$ cat src/rtl/ex_stage.sv
// Execute stage of the five-stage LoongArch32 pipeline: pipeline register, one-hot ALU,
// data-SRAM request generation and the EX->MEM / EX->ID buses.
module ex_stage (
    input  logic         clk,
    input  logic         reset,
    input  logic         id_to_ex_valid,
    output logic         ex_allowin,
    input  logic [147:0] id_to_ex_bus,
    input  logic         mem_allowin,
    output logic         ex_to_mem_valid,
    output logic [70:0]  ex_to_mem_bus,
    output logic [38:0]  ex_to_id_bus,
    output logic         data_sram_en,
    output logic [3:0]   data_sram_we,
    output logic [31:0]  data_sram_addr,
    output logic [31:0]  data_sram_wdata
);

    logic        ex_valid;
    logic        ex_ready_go;
    logic [11:0] alu_op;
    logic        res_from_mem;
    logic [31:0] src1;
    logic [31:0] src2;
    logic        mem_we;
    logic        rf_we;
    logic [4:0]  rf_waddr;
    logic [31:0] rkd_value;
    logic [31:0] pc;

    logic [31:0] alu_result;
    logic [4:0]  shamt;
    logic        valid_rf_we;
    logic        valid_res_from_mem;

    assign ex_ready_go     = 1'b1;
    assign ex_allowin      = ~ex_valid | (ex_ready_go & mem_allowin);
    assign ex_to_mem_valid = ex_valid & ex_ready_go;

    // EX never flushes; only reset can drop a captured bundle
    always_ff @(posedge clk) begin
        if (reset) begin
            ex_valid     <= 1'b0;
            alu_op       <= 12'd0;
            res_from_mem <= 1'b0;
            src1         <= 32'd0;
            src2         <= 32'd0;
            mem_we       <= 1'b0;
            rf_we        <= 1'b0;
            rf_waddr     <= 5'd0;
            rkd_value    <= 32'd0;
            pc           <= 32'd0;
        end else begin
            if (ex_allowin) begin
                ex_valid <= id_to_ex_valid;
            end
            if (id_to_ex_valid & ex_allowin) begin
                {alu_op, res_from_mem, src1, src2, mem_we, rf_we,
                 rf_waddr, rkd_value, pc} <= id_to_ex_bus;
            end
        end
    end

    assign shamt = src2[4:0];

    // Each operation contributes only when its one-hot bit is set; results are ORed
    always_comb begin
        alu_result = 32'd0;
        if (alu_op[0])  alu_result = alu_result | (src1 + src2);
        if (alu_op[1])  alu_result = alu_result | (src1 - src2);
        if (alu_op[2])  alu_result = alu_result | {31'd0, $signed(src1) < $signed(src2)};
        if (alu_op[3])  alu_result = alu_result | {31'd0, src1 < src2};
        if (alu_op[4])  alu_result = alu_result | (src1 & src2);
        if (alu_op[5])  alu_result = alu_result | ~(src1 | src2);
        if (alu_op[6])  alu_result = alu_result | (src1 | src2);
        if (alu_op[7])  alu_result = alu_result | (src1 ^ src2);
        if (alu_op[8])  alu_result = alu_result | (src1 << shamt);
        if (alu_op[9])  alu_result = alu_result | (src1 >> shamt);
        if (alu_op[10]) alu_result = alu_result | 32'($signed(src1) >>> shamt);
        if (alu_op[11]) alu_result = alu_result | src2;
    end

    // A bubble must never claim a register write or a load on either bus
    assign valid_rf_we        = rf_we & ex_valid;
    assign valid_res_from_mem = res_from_mem & ex_valid;

    assign ex_to_mem_bus = {valid_res_from_mem, valid_rf_we, rf_waddr, alu_result, pc};
    assign ex_to_id_bus  = {valid_res_from_mem, valid_rf_we, rf_waddr, alu_result};

    assign data_sram_en    = ex_valid & (res_from_mem | mem_we);
    assign data_sram_we    = {4{ex_valid & mem_we}};
    assign data_sram_addr  = alu_result;
    assign data_sram_wdata = rkd_value;

endmodule

$ cat config.mk
export PLATFORM = sky130hd
export DESIGN_NAME = ex_stage
export DESIGN_NICKNAME = d
export VERILOG_FILES = /design/src/rtl/ex_stage.sv
export SDC_FILE = /design/constraint.sdc
export NUM_CORES = 1
export LEC_CHECK = 0
export CAP_MARGIN = 20
export CORE_MARGIN = 2
export CORE_UTILIZATION = 53
export CTS_BUF_LIST = sky130_fd_sc_hd__clkbuf_8
export CTS_CLUSTER_DIAMETER = 60
export DETAILED_ROUTE_END_ITERATION = 6
export PLACE_DENSITY = 0.84
export SETUP_SLACK_MARGIN = 0.2
export SYNTH_ARGS = -nofsm -noshare
export SYNTH_HDL_FRONTEND = slang
export SYNTH_SLANG_ARGS = --single-unit
$ cat constraint.sdc
create_clock -name clk -period 5.7 [get_ports clk]
set_input_delay 0.57 -clock clk [delete_from_list [all_inputs] [get_ports clk]]
set_output_delay 0.57 -clock clk [all_outputs]
set_load 0.02 [all_outputs]
# == Word-level counts from Yosys, hierarchy flattened ==
# Cells that the tools add are included.
# classes
n_addsub,2
multipliers,0
div_mod_pow,0
order_cmp,2
eq_ne,0
shift,3
mux,12
bitwise,23
reduce_logical,0
# ops
operator,count
32-bit 2-to-1 mux,12
32-bit bitwise OR,10
32-bit < comparator,2
32-bit by 1-bit bitwise OR with 32-bit output,2
32-bit adder,1
32-bit AND,1
32-bit inverter,1
32-bit by 5-bit left shift with 32-bit output,1
32-bit by 5-bit right shift with 32-bit output,1
32-bit by 5-bit >>> shifter with 32-bit output,1
32-bit subtractor,1
32-bit XOR,1
1-bit AND,5
1-bit bitwise OR,2
1-bit inverter,1
# word_totals
reg_bits,149
latch_bits,0
mem_bits_rw,0
mem_bits_ro,0
inputBits,152
out_inout_bits,181
word_cells,52
mem_count,0

# == Depth between registers and ports, before layout ==
# logic_depth
word_depth,24
ltp_mapped,16
ltp_nobuf,12

# == Worst setup path after synthesis ==
# OpenSTA, ideal clock, no wires.
# synth_path
path_kind,flip-flop to output port
from,register src2[2]
to,output ex_to_id_bus[24]
arrival_time_ns,4.002
t_required_ns,5.130
slack_ns,1.128
path_stages_with_launch,17
n_path_buf,5
path_cell_list,dfxtp_1 clkbuf_1 inv_2 buf_1 clkbuf_1 ha_1 buf_4 a21oi_1 nand4b_4 a21oi_4 o211ai_4 a311oi_4 a311oi_4 or4_1 mux2i_1 a211o_1 buf_4
# synth_via
elab_chain_cells,24
elab_cells_between_ends,28
classes_between,2 x add/sub; 3 x shift; 12 x mux; 11 x bitwise
# synth_lines
item,line_no,rtl
from (decl),24,logic [31:0] src2;
from (signal assigned),47,src2 <= 32'd0;
32-bit adder,69,if (alu_op[0]) alu_result = alu_result | (src1 + src2);
32-bit 2-to-1 mux,69,
32-bit bitwise OR,70,if (alu_op[1]) alu_result = alu_result | (src1 - src2);
32-bit 2-to-1 mux,70,
32-bit by 1-bit bitwise OR with 32-bit output,71,"if (alu_op[2]) alu_result = alu_result | {31'd0, $signed(src1) < $signed(src2)};"
32-bit 2-to-1 mux,71,
32-bit by 1-bit bitwise OR with 32-bit output,72,"if (alu_op[3]) alu_result = alu_result | {31'd0, src1 < src2};"
32-bit 2-to-1 mux,72,
[8 not listed],--,
32-bit bitwise OR,77,if (alu_op[8]) alu_result = alu_result | (src1 << shamt);
32-bit 2-to-1 mux,77,
32-bit bitwise OR,78,if (alu_op[9]) alu_result = alu_result | (src1 >> shamt);
32-bit 2-to-1 mux,78,
32-bit bitwise OR,79,if (alu_op[10]) alu_result = alu_result | 32'($signed(src1) >>> shamt);
32-bit 2-to-1 mux (*),79,
32-bit bitwise OR,80,if (alu_op[11]) alu_result = alu_result | src2;
32-bit 2-to-1 mux (*),80,
to (decl),12,"output logic [38:0] ex_to_id_bus,"
# Every way passes the cells marked *; elsewhere a longest branch is shown, timed or not.

# == Final worst setup path ==
# layout_path
from,register src1[9]
to,output data_sram_addr[24]
# layout_via
elab_chain_cells,24
elab_cells_between_ends,28
classes_between,2 x add/sub; 3 x shift; 12 x mux; 11 x bitwise
# layout_lines
item,line_no,rtl
from (decl),23,logic [31:0] src1;
from (signal assigned),46,src1 <= 32'd0;
32-bit adder,69,
32-bit 2-to-1 mux,69,
32-bit bitwise OR,70,
32-bit 2-to-1 mux,70,
32-bit by 1-bit bitwise OR with 32-bit output,71,
32-bit 2-to-1 mux,71,
32-bit by 1-bit bitwise OR with 32-bit output,72,
32-bit 2-to-1 mux,72,
[8 not listed],--,
32-bit bitwise OR,77,
32-bit 2-to-1 mux,77,
32-bit bitwise OR,78,
32-bit 2-to-1 mux,78,
32-bit bitwise OR,79,
32-bit 2-to-1 mux (*),79,
32-bit bitwise OR,80,
32-bit 2-to-1 mux (*),80,
to (decl),15,"output logic [31:0] data_sram_addr,"
# Marks and branches as above.

==> impl_metrics.env <==
export IMPL_netlist_area_um2=14700
export IMPL_fp_dieW_um=171
export IMPL_hold_viol=0
export IMPL_critPathArrivalTime_ps=4760
export IMPL_syn_nets=2327
export IMPL_crit_family="compound AO/OA/AOI/OAI gates"
export IMPL_crit_type="reg2out"
export IMPL_routed_via_density=6.37
export IMPL_setup_violations=0
export IMPL_wire_per_inst_um=23.4
export IMPL_p_leak_nw=7.08
export IMPL_grt_overflow=0
export IMPL_htree_levels=4
export IMPL_maxCapViolCount=0
export IMPL_worstSetupStartpointType="flip-flop"
export IMPL_path_buf_inv=2
export IMPL_synth_seq_area_share=0.203
export IMPL_die_y_um=171
export IMPL_wl_mm=61.3
export IMPL_cts_sinks=149
export IMPL_cp_common_cell="a311oi_4"
export IMPL_rsz0062_at_grt="false"
export IMPL_fin_cells=2616
export IMPL_dp_cells=2578
export IMPL_path_clk_slew_ps=110
export IMPL_drt_iter0_markers=2526
export IMPL_synth_most_common_cell="nand2_1"
export IMPL_gp_congestion=1.06
export IMPL_ys_types=87
export IMPL_maxSlewHeadroom=0.251
export IMPL_ant_nets=0
export IMPL_ys_top_cells_by_area="dfxtp_1 (20%), nand2_1 (10%), a21oi_1 (9.4%)"
export IMPL_grt_pass1_vias=15600
export IMPL_drtPass1Iterations=7
export IMPL_synth_commonest_cells="nand2_1 (409), a21oi_1 (276), nor2_1 (151), dfxtp_1 (149), clkbuf_1 (118)"
export IMPL_synthesis_instances=2076
export IMPL_peakVddDrop_mv=0.159
export IMPL_hpwl_mm=46.0
export IMPL_finalSetupTns_ps=0
export IMPL_period_minus_slack_ps=5330
export IMPL_status="complete, no violations"
export IMPL_critical_path_max_fanout=10
export IMPL_drive_gt1_frac=0.0616
export IMPL_cts_tree="yes"
export IMPL_vias=16700
export IMPL_area_delta_synth_final_pct=22.6
export IMPL_powerDensity_nw_per_um2=234
export IMPL_clockBufferDepth=2
export IMPL_ys_seq_elements=149
export IMPL_hp_class="reg2reg"
export IMPL_crit_required_ps=5130
export IMPL_fin_worst_skew_ps=21.8
export IMPL_cp_slowest_stage_delay_ps=620
export IMPL_cts_hold_buf=0
export IMPL_clkLatencyLatePin_ps=470
export IMPL_final_nets=2477
export IMPL_grt_pass1_wl_mm=90.5
export IMPL_critical_path_cell_chain="inv_1, ha_1, and4_4, nand3_2, a21oi_4, o211ai_4, a311oi_4, a311oi_4, or4_1, mux2i_1, a211o_1, clkdlybuf4s50_1"
export IMPL_yosys_warnings=0
export IMPL_drc_errors=0
export IMPL_finalCritPeriodShare=0.935
export IMPL_fp_coreArea_um2=27100
export IMPL_cts_root_buffer="clkbuf_8"
export IMPL_worst_pin_slew_ps=1110
export IMPL_yosys_most_used_dff="dfxtp_1"
export IMPL_synth_avg_cell_area_um2=7.08
export IMPL_synth_top_area_share=0.203
export IMPL_grt_usage=0.408
export IMPL_synth_edf_count=0
export IMPL_fill_cells=2357
export IMPL_start_util=0.542
export IMPL_slowest_stage="ha_1"
export IMPL_async_flop_share=0
export IMPL_io_buffers=332
export IMPL_antenna_found_initial=5
export IMPL_cp_end_kind="output pin"
export IMPL_maxSlewViolCount=0
export IMPL_timing_fmax_mhz=188
export IMPL_rows=60
export IMPL_die_area_um2=29100
export IMPL_yosys_area_top_type="dfxtp_1"
export IMPL_grt_max_degree=103
export IMPL_ios=333
export IMPL_post_cts_buffers=0
export IMPL_cts_buffers=17
==> metal layers <==
metal  global-route usage  routed length [µm]  share of wire  vias up
met5                    0                   0              0        -
met4                0.194                2780          0.045        0
met3                0.120                8120           0.13      190
met2                0.631               26900           0.44     1139
met1                0.521               23500           0.38     7764
li1                     -                   -              -     7564
==> cells in the final DEF (no fill, tap or decap), types with 8 or more instances in the layout <==
cell               n
o21ai_0           93
mux4_2            16
nand3_1           38
nand2b_1          14
mux2_2            10
a211oi_1          20
ha_1              96
nor2b_1           13
mux2i_1           84
o21bai_1          14
a211o_1           12
a21o_1            17
inv_1             85
a221o_1           24
clkdlybuf4s50_1  331
dfxtp_1          143
and2_1             8
o22ai_1            9
o31ai_1           13
nor2_1           151
a31oi_1           12
buf_4             36
a21oi_1          276
a22oi_1           10
nand2_1          408
nor3_1            28
a222oi_1          28
o211ai_1          24
a221oi_1           9
clkbuf_8          17
xnor2_1           32
xor2_1            10
==> through the flow <==
stage	worst slack (ps)	power, W	utilization	hold slack (ps)	cell area (µm²)
CTS	342	0.00418	0.663	461	18000
detailed placement	918	0.00323	0.647	449	17500
global route	201	0.00440	0.665	477	18000
floorplan	1130	0.00254	-	432	14700
global placement	928	0.00321	0.647	440	17500
finish	372	0.00423	0.665	459	18000
==> worst register-to-register path: stages (launching register included) <==
cell and delay, ps:
dfxtp_1 400, nand2b_1 170, nand2_4 430, buf_12 330
buf_4 530, nand2_1 130, a21oi_1 170
==> repair_timing <==
action                     in CTS  in global routing
hold endpoints to repair        0                  0
resized for setup               0                  3
setup endpoints to repair       0                 15
==> flip-flops by register name (all words and copies together) (netlist names) <==
name and count:
alu_op 12, mem_we 1, ex_to_mem_valid 1, data_sram_wdata 32, rf_we 1, rf_waddr 5, res_from_mem 1, src1 32
pc 32, src2 32
==> path summary, 6_finish.rpt <==
path / to / slack [ps] / cells after the start / from
setup / recovery: data_sram_addr[24] / 370 / 12 / src1[9]$_SDFFE_PP0P_
hold / removal: pc[6]$_SDFFE_PP0P_ / 460 / 2 / pc[6]$_SDFFE_PP0P_
setup reg to reg: rf_waddr[1]$_SDFFE_PP0P_ / 3460 / 6 / ex_to_mem_valid$_SDFFE_PP0N_
hold reg to reg: pc[6]$_SDFFE_PP0P_ / 460 / 2 / pc[6]$_SDFFE_PP0P_
==> area by class of cell <==
cell class                      instances  area (µm²)  area share
Antenna cell                            5        12.5    0.000694
Clock buffer                           17         234      0.0130
Clock inverter                         15         205      0.0114
Inverter                               91         342      0.0190
Multi-Input combinational cell       1597       10100       0.562
Sequential cell                       149        2990       0.166
Tap cell                              372         465      0.0258
Timing Repair Buffer                  370        3630       0.202
==> report_power, final <==
part	switching, W	internal (W)
Combinational	0.00122	0.000857
Sequential	0.0000875	0.00110
Clock	0.000578	0.000384
==> kinds of logic after synthesis <==
family	count (synthesis)	synth area share
XOR/XNOR	42	0.0250
AND/OR/NAND/NOR	712	0.207
AO/OA/AOI/OAI	633	0.280
buffers and inverters	330	0.109
multiplexers	111	0.0902
adder cells (fa/ha/maj)	99	0.0853
flip-flops	149	0.203
Note: power is estimated with default switching activity, not from simulation.
